**src/rtl/mc_main_fsm.sv**
```systemverilog
// Main control FSM for the multicycle RV32I core: Moore controls per step,
// memory handshake via mem_ready, retired-instruction count and illegal-op flag.
module mc_main_fsm #(
  parameter int unsigned RET_W = 32
) (
  input  logic             clk,
  input  logic             reset,
  input  logic [6:0]       op,
  input  logic             mem_ready,
  output logic             PCUpdate,
  output logic             Branch,
  output logic             RegWrite,
  output logic             MemWrite,
  output logic             IRWrite,
  output logic             AdrSrc,
  output logic [1:0]       ResultSrc,
  output logic [1:0]       ALUSrcA,
  output logic [1:0]       ALUSrcB,
  output logic [1:0]       ALUOp,
  output logic [3:0]       state_o,
  output logic             illegal_op,
  output logic [RET_W-1:0] instret
);

  typedef enum logic [3:0] {
    StFetch    = 4'd0,
    StDecode   = 4'd1,
    StMemAdr   = 4'd2,
    StMemRead  = 4'd3,
    StMemWb    = 4'd4,
    StMemWrite = 4'd5,
    StExecuteR = 4'd6,
    StExecuteI = 4'd7,
    StAluWb    = 4'd8,
    StBeq      = 4'd9,
    StJal      = 4'd10
  } state_e;

  localparam logic [6:0] OpLw   = 7'b0000011;
  localparam logic [6:0] OpSw   = 7'b0100011;
  localparam logic [6:0] OpR    = 7'b0110011;
  localparam logic [6:0] OpI    = 7'b0010011;
  localparam logic [6:0] OpBeq  = 7'b1100011;
  localparam logic [6:0] OpJal  = 7'b1101111;

  state_e           state_q, state_d;
  logic [RET_W-1:0] instret_q;
  logic             retire;

  always_ff @(posedge clk) begin
    if (!reset) begin
      state_q   <= StFetch;
      instret_q <= '0;
    end else begin
      state_q <= state_d;
      if (retire) instret_q <= instret_q + RET_W'(1);
    end
  end

  always_comb begin
    state_d    = state_q;
    retire     = 1'b0;
    PCUpdate   = 1'b0;
    Branch     = 1'b0;
    RegWrite   = 1'b0;
    MemWrite   = 1'b0;
    IRWrite    = 1'b0;
    AdrSrc     = 1'b0;
    ResultSrc  = 2'b00;
    ALUSrcA    = 2'b00;
    ALUSrcB    = 2'b00;
    ALUOp      = 2'b00;
    illegal_op = 1'b0;
    case (state_q)
      StDecode: begin
        ALUSrcA = 2'b01;
        ALUSrcB = 2'b01;
        case (op)
          OpLw, OpSw: state_d = StMemAdr;
          OpR:        state_d = StExecuteR;
          OpI:        state_d = StExecuteI;
          OpBeq:      state_d = StBeq;
          OpJal:      state_d = StJal;
          default: begin
            // Unsupported op is dropped as a NOP and never retires.
            state_d    = StFetch;
            illegal_op = 1'b1;
          end
        endcase
      end
      StMemAdr: begin
        ALUSrcA = 2'b10;
        ALUSrcB = 2'b01;
        state_d = (op == OpLw) ? StMemRead : StMemWrite;
      end
      StMemRead: begin
        AdrSrc = 1'b1;
        if (mem_ready) state_d = StMemWb;
      end
      StMemWb: begin
        ResultSrc = 2'b01;
        RegWrite  = 1'b1;
        state_d   = StFetch;
        retire    = 1'b1;
      end
      StMemWrite: begin
        AdrSrc   = 1'b1;
        MemWrite = 1'b1;
        if (mem_ready) begin
          state_d = StFetch;
          retire  = 1'b1;
        end
      end
      StExecuteR: begin
        ALUSrcA = 2'b10;
        ALUOp   = 2'b10;
        state_d = StAluWb;
      end
      StExecuteI: begin
        ALUSrcA = 2'b10;
        ALUSrcB = 2'b01;
        ALUOp   = 2'b10;
        state_d = StAluWb;
      end
      StAluWb: begin
        RegWrite = 1'b1;
        state_d  = StFetch;
        retire   = 1'b1;
      end
      StBeq: begin
        ALUSrcA = 2'b10;
        ALUOp   = 2'b01;
        Branch  = 1'b1;
        state_d = StFetch;
        retire  = 1'b1;
      end
      StJal: begin
        ALUSrcA  = 2'b01;
        ALUSrcB  = 2'b10;
        PCUpdate = 1'b1;
        state_d  = StAluWb;
      end
      default: begin
        // FETCH, and recovery from unused encodings with FETCH outputs.
        ALUSrcB   = 2'b10;
        ResultSrc = 2'b10;
        IRWrite   = mem_ready;
        PCUpdate  = mem_ready;
        if (state_q != StFetch) state_d = StFetch;
        else if (mem_ready)     state_d = StDecode;
      end
    endcase
  end

  assign state_o = state_q;
  assign instret = instret_q;

endmodule

```
**config.mk**
```make
export PLATFORM = sky130hd
export DESIGN_NAME = mc_main_fsm
export DESIGN_NICKNAME = d
export VERILOG_FILES = /design/src/rtl/mc_main_fsm.sv
export SDC_FILE = /design/constraint.sdc
export NUM_CORES = 1
export LEC_CHECK = 0
export CAP_MARGIN = 20
export CORE_ASPECT_RATIO = 1.4
export CORE_UTILIZATION = 25
export CTS_CLUSTER_DIAMETER = 60
export CTS_CLUSTER_SIZE = 20
export DETAILED_ROUTE_END_ITERATION = 12
export HOLD_SLACK_MARGIN = 0.05
export PLACE_DENSITY = 0.45
export SETUP_SLACK_MARGIN = 0.02
export SLEW_MARGIN = 20
export SYNTH_ARGS = -nofsm -noshare
export SYNTH_HDL_FRONTEND = slang
export SYNTH_SLANG_ARGS = --single-unit
export TNS_END_PERCENT = 30
```
**constraint.sdc**
```tcl
create_clock -name clk -period 3.9 [get_ports clk]
set_clock_uncertainty 0.15 [all_clocks]
set_input_delay 0.78 -clock clk [delete_from_list [all_inputs] [get_ports clk]]
set_output_delay 0.78 -clock clk [all_outputs]
set_load 0.005 [all_outputs]
```
==> impl_metrics.yaml, run 1 <==
status:
  status: "complete, no violations"
drt:
  detailroute.via_count: 2090
  drt_iter0_markers: 61
  routedWlPerCell_um: 14.4
  first_pass_iters: 4
  antenna_left: 0
  route.final.wire_length_um: 6000
  post-route-drc-count: 0
  avgViaCountPerCell: 5.02
logic_synthesis:
  postSynthRegisterBits: 36
  yosys.area_share.xor_xnor: 0.0684
  synth_most_common_cell: "sky130_fd_sc_hd__dfxtp_1"
  synth.area.mux_share: 0
  postSynthCellCount: 257
  netlist_top_cells_area: "sky130_fd_sc_hd__dfxtp_1 (35%), sky130_fd_sc_hd__a21oi_1 (6.1%), sky130_fd_sc_hd__xnor2_1 (6.0%)"
  synth.net_count: 268
  synth_area_per_cell_um2: 7.97
  netlist_top_cells_count: "sky130_fd_sc_hd__dfxtp_1 (36), sky130_fd_sc_hd__nor2_1 (28), sky130_fd_sc_hd__a21oi_1 (25), sky130_fd_sc_hd__nand2_1 (22)"
  synth_top_area_share: 0.352
  yosysWarningCount: 0
  fraction_of_the_mapped_netlist_area_in_simple_logic_gates: 0.340
  synth_flop_cell: "sky130_fd_sc_hd__dfxtp_1"
  netlist_area_mm2: 0.00205
  synthArstFlopShare: 0
  synth-compound-area-share: 0.185
  synth_seq_area_share: 0.352
  count_of_flip_flops_with_a_built_in_enable_after_synthesis: 0
  synth_top_family_by_area: "simple AND/OR/NAND/NOR gates"
  post_synth_fa_ha_maj_area_fraction: 0.00611
  synth_largest_area_cell: "sky130_fd_sc_hd__dfxtp_1"
  netlist_cell_types: 46
timing:
  finalWorstPathRequiredPeriod_ps: 3410
  fin_setup_tns_ps: 0
  worst_slew_pin_slew_ps: 522
  fin_crit_sh: 0.874
  slew_viol_final: 0
  hold_viol: 0
  unrepaired_setup_endpoints_after_global_routing: "no"
  max_freq_ghz: 0.294
  timing.final.setup_violations: 0
  max-slew-margin-rel: 0.651
die:
  starting_utilization_of_the_core_area: 0.261
  fp.dieArea_mm2: 0.00857
  chipWidth_um: 78.5
  io-pin-count: 61
  die-height_um: 109
  fp-row-count: 38
  area_of_the_core_mm2: 0.00785
critical_path:
  startpoint_type: "input pin"
  path_max_fanout: 4
  setup.worst_path.class: "in -> out"
  worst_setup_endpoint: "illegal_op"
  length_in_cells_of_the_worst_reg_to_reg_path: 5
  regToRegStartpoint: "state_o[2]$_SDFFE_PN0P_"
  critical_path_arrival_ps: 2480
  minimum_setup_slack_among_reg_to_reg_paths_ps: 1640
  r2r-end: "instret[31]$_SDFFE_PN0P_"
  crit_start: "op[3]"
  critPathCaptureType: "primary output"
  timing.critical_path.required_ps: 2970
global_routing:
  antenna_violations_before_repair: 0
  global_route.overflow_total: 0
  first_global_vias: 2016
  globalRouteTotalUtil: 0.145
  grt_start_max_net_pins: 19
  grt_first_pass_wirelength_um: 9770
cts:
  ctsResizeCount: 0
  numCtsBuffers: 5
  cts-root-to-sink-buffers: 2
  tritoncts: "built"
  clock_tree.root_cell: "sky130_fd_sc_hd__clkbuf_8"
  worst_setup_hold_path_clk_slew_ps: 70
  clock-sinks: 36
  clock_insertion_delay_worst_skew_ps: 280
  cts.hold.buffers_added: 0
  cts_setup_buffers: 0
  cts.htree.levels: 2
placed_design:
  port-buffer-count: 60
  dpl.cell_count: 408
  hpwl_um: 4500
  gpl.final_weighted_congestion: 0.802
pwr:
  vdd_drop_max_uv: 132
  power-per-cell-area_mw_per_mm2: 262
  p_leak_nw: 0.918
job:
  cap_violations: 0
final_layout:
  post_route_non_filler_standard_cell_count: 416
  post_route_cells_drive_above_1_share: 0.0633
  antenna_cells_inserted: 0
  area_growth_from_synthesis_to_layout_pct: 37.7
  design.final.nets: 326
worst_hold_path:
  worstHoldPathType: "reg -> reg"
-- routing by layer --
metal	wire, µm	global-route usage	up-vias
met3	270	0.0351	11
li1	-	-	1048
met1	2500	0.159	972
met2	3090	0.265	59
met4	140	0.0556	0
met5	0	0	-
-- final cells by class --
| type | count | area (µm²) |
|---|---|---|
| inverter | 9 | 33.8 |
| timing repair buffer | 63 | 623 |
| clock buffer | 8 | 90.1 |
| multi-input combinational | 200 | 1230 |
| tap | 100 | 125 |
| sequential | 36 | 721 |
| fill | 852 | 5020 |
-- worst min-delay path by stage --
stage / endpoint / depth (start not counted) / slack [ps] / start
final: instret[31]$_SDFFE_PN0P_ / 2 / 330 / instret[31]$_SDFFE_PN0P_
after detailed placement: instret[31]$_SDFFE_PN0P_ / 2 / 330 / instret[31]$_SDFFE_PN0P_
after floorplan: instret[31]$_SDFFE_PN0P_ / 2 / 320 / instret[31]$_SDFFE_PN0P_
after global routing: instret[31]$_SDFFE_PN0P_ / 2 / 370 / instret[31]$_SDFFE_PN0P_
after CTS: instret[31]$_SDFFE_PN0P_ / 2 / 340 / instret[31]$_SDFFE_PN0P_
after global placement: instret[31]$_SDFFE_PN0P_ / 2 / 310 / instret[31]$_SDFFE_PN0P_
-- registers in the layout (all words and copies together) (netlist names) --
register  cells
instret      32
state_o       4
-- worst max-delay path, stage by stage --
cell and delay [ps]:
sky130_fd_sc_hd__clkdlybuf4s50_1 410, sky130_fd_sc_hd__or2_2 330, sky130_fd_sc_hd__or3_1 370, sky130_fd_sc_hd__nand2_1 90
sky130_fd_sc_hd__nor2_1 40, sky130_fd_sc_hd__clkdlybuf4s50_1 460
-- power by group --
| part | leakage, nW | internal [mW] | switching (mW) |
|---|---|---|---|
| sequential | 0.290 | 0.369 | 0.00321 |
| clock | 0.0455 | 0.144 | 0.131 |
| combinational | 0.582 | 0.0457 | 0.0461 |
| total | 0.918 | 0.559 | 0.180 |
-- layout by cell type, fill, tap and decap left out, types with 8 or more instances in the layout --
cell                              instances
sky130_fd_sc_hd__nand2_1                 22
sky130_fd_sc_hd__nor2_1                  28
sky130_fd_sc_hd__xnor2_1                 14
sky130_fd_sc_hd__o21ai_0                 14
sky130_fd_sc_hd__dfxtp_1                 36
sky130_fd_sc_hd__nor3_1                   8
sky130_fd_sc_hd__a21oi_1                 25
sky130_fd_sc_hd__or3_1                    9
sky130_fd_sc_hd__nand3_1                  9
sky130_fd_sc_hd__clkdlybuf4s50_1         60
sky130_fd_sc_hd__inv_1                    9
-- kinds of logic after synthesis --
group,after synthesis
compound gates,60
xor+xnor,16
fa+ha+maj,1
buf+inv,21
flops,36
simple gates,123
-- metrics by stage --
step	setup slack, ps	total power [mW]	hold slack [ps]	utilization	cell area, µm²
3_3_place_gp	510	0.474	314	0.348	2730
5_1_grt	409	0.776	369	0.360	2820
2_1_floorplan	1410	0.424	318	-	2050
3_5_place_dp	496	0.472	327	0.348	2730
4_1_cts	489	0.751	337	0.360	2820
6_report	493	0.739	334	0.360	2820
(Power assumes the default switching activity.)
==> run 2, diff against run 1 <==
Settings changed: CORE_MARGIN set to 8.
==> run 2 against run 1 <==
Hold slack gained 1.9 ps. Critical path depth is the same. Global-route usage shrank 2.8 points. Clock-buffer cell count shrank 1. Total power grew 19%. Non-clock buffer count grew 1. Sequential share of layout area shrank 0.64 points. Register-to-register slack gained 20 ps. Via count grew 1.2%. First-iteration DRC count grew 20%. Utilization is essentially flat. Routed wire length grew 9.6%. Largest power group is now the clock network. Highest routed layer unchanged.
==> impl_metrics.yaml, run 2 (synthesis gave the netlist of run 1 again) <==
status:
  status: "complete, no violations"
die:
  io-pin-count: 61
  chipWidth_um: 92.5
  fp.dieArea_mm2: 0.0114
  starting_utilization_of_the_core_area: 0.255
  fp-row-count: 39
  area_of_the_core_mm2: 0.00805
  die-height_um: 123
job:
  cap_violations: 0
cts:
  cts.htree.levels: 2
  numCtsBuffers: 5
  worst_setup_hold_path_clk_slew_ps: 50
  clock_tree.root_cell: "sky130_fd_sc_hd__clkbuf_16"
  clock_insertion_delay_worst_skew_ps: 280
  cts_setup_buffers: 0
  tritoncts: "built"
  cts-root-to-sink-buffers: 2
  cts.hold.buffers_added: 0
  clock-sinks: 36
  ctsResizeCount: 0
critical_path:
  timing.critical_path.required_ps: 2970
  setup.worst_path.class: "in -> out"
  minimum_setup_slack_among_reg_to_reg_paths_ps: 1660
  critical_path_arrival_ps: 2480
  length_in_cells_of_the_worst_reg_to_reg_path: 5
  startpoint_type: "input pin"
  critPathCaptureType: "primary output"
  path_max_fanout: 4
final_layout:
  post_route_cells_drive_above_1_share: 0.0696
  layout_commonest_cell: "sky130_fd_sc_hd__clkdlybuf4s50_1"
  largest_reg_flops: 32
  mostFrequentLayoutCells: "sky130_fd_sc_hd__clkdlybuf4s50_1 (60), sky130_fd_sc_hd__dfxtp_1 (36), sky130_fd_sc_hd__nor2_1 (28), sky130_fd_sc_hd__a21oi_1 (25), sky130_fd_sc_hd__nand2_1 (22)"
  design.final.nets: 327
  antenna_cells_inserted: 0
  area_growth_from_synthesis_to_layout_pct: 41.2
global_routing:
  antenna_violations_before_repair: 0
  global_route.overflow_total: 0
  grt_first_pass_wirelength_um: 10700
  first_global_vias: 2087
  globalRouteTotalUtil: 0.117
  grt_start_max_net_pins: 19
placed_design:
  hpwl_um: 4990
  gpl.final_weighted_congestion: 0.797
  port-buffer-count: 60
worst_hold_path:
  timing.hold.worst_path_depth: 2
  worstHoldPathType: "reg -> reg"
timing:
  timing.final.setup_violations: 0
  fin_crit_sh: 0.875
  finalWorstPathRequiredPeriod_ps: 3410
  worst_slew_pin_slew_ps: 545
  hold_viol: 0
  max-slew-margin-rel: 0.636
  slew_viol_final: 0
  whs_ps: 336
  unrepaired_setup_endpoints_after_global_routing: "no"
  fin_setup_tns_ps: 0
  max_freq_ghz: 0.293
drt:
  avgViaCountPerCell: 5.06
  post-route-drc-count: 0
  route.final.wire_length_um: 6570
  routedWlPerCell_um: 15.7
  first_pass_iters: 4
  antenna_left: 0
  drt_iter0_markers: 73
  detailroute.via_count: 2115
pwr:
  seq_power_share: 0.424
  p_leak_nw: 0.954
  power-per-cell-area_mw_per_mm2: 304
  p_clk_frac: 0.470
  cell_internal_pwr_mw: 0.685
  power_switching_mw: 0.197
  vdd_drop_max_uv: 152
  power_frac_comb: 0.105
  power.share.switching: 0.223
-- run 2: changes by cell type in the layout (fill, tap and decap cells not counted) --
cell,delta
sky130_fd_sc_hd__clkbuf_16,+5
sky130_fd_sc_hd__clkbuf_8,-4
sky130_fd_sc_hd__clkbuf_1,-2
sky130_fd_sc_hd__buf_4,+1
-- run 2: layout make-up --
type / count / area (µm²)
Fill cell: 890 / 5160
Multi-Input combinational cell: 200 / 1230
Sequential cell: 36 / 721
Timing Repair Buffer: 64 / 631
Clock buffer: 7 / 153
Tap cell: 102 / 128
Inverter: 9 / 33.8
-- run 2: power groups by stage --
stage	logic (mW)	registers (mW)	clock network, mW
6_report	0.0928	0.374	0.415
5_1_grt	0.103	0.374	0.445
3_3_place_gp	0.0944	0.382	0
3_5_place_dp	0.0931	0.382	0
2_1_floorplan	0.0442	0.379	0
4_1_cts	0.0944	0.374	0.429
-- run 2: through the flow --
step,utilization,area (µm²),instances,worst slack [ps],total power [mW]
2_1_floorplan,-,2050,257,1410,0.424
3_3_place_gp,0.340,2740,411,503,0.476
3_5_place_dp,0.340,2740,411,491,0.475
4_1_cts,0.359,2890,418,483,0.897
5_1_grt,0.359,2890,418,418,0.922
6_report,0.359,2890,418,489,0.881
-- run 2: final timing paths --
path / start / end
setup / recovery: op[3] / illegal_op
hold / removal: instret[31]$_SDFFE_PN0P_ / instret[31]$_SDFFE_PN0P_
setup reg to reg: state_o[2]$_SDFFE_PN0P_ / instret[31]$_SDFFE_PN0P_
hold reg to reg: instret[31]$_SDFFE_PN0P_ / instret[31]$_SDFFE_PN0P_
-- run 2: critical path, stage by stage --
cell                              delay, ps
sky130_fd_sc_hd__clkdlybuf4s50_1        410
sky130_fd_sc_hd__or2_2                  330
sky130_fd_sc_hd__or3_1                  370
sky130_fd_sc_hd__nand2_1                 90
sky130_fd_sc_hd__nor2_1                  40
sky130_fd_sc_hd__clkdlybuf4s50_1        460
-- run 2: metal layers --
layer	wire length [µm]	vias to the layer above	global-route usage
met5	0	-	0
met3	522	9	0.0450
met1	2560	981	0.113
li1	-	1060	-
met2	3370	65	0.214
met4	129	0	0.0516
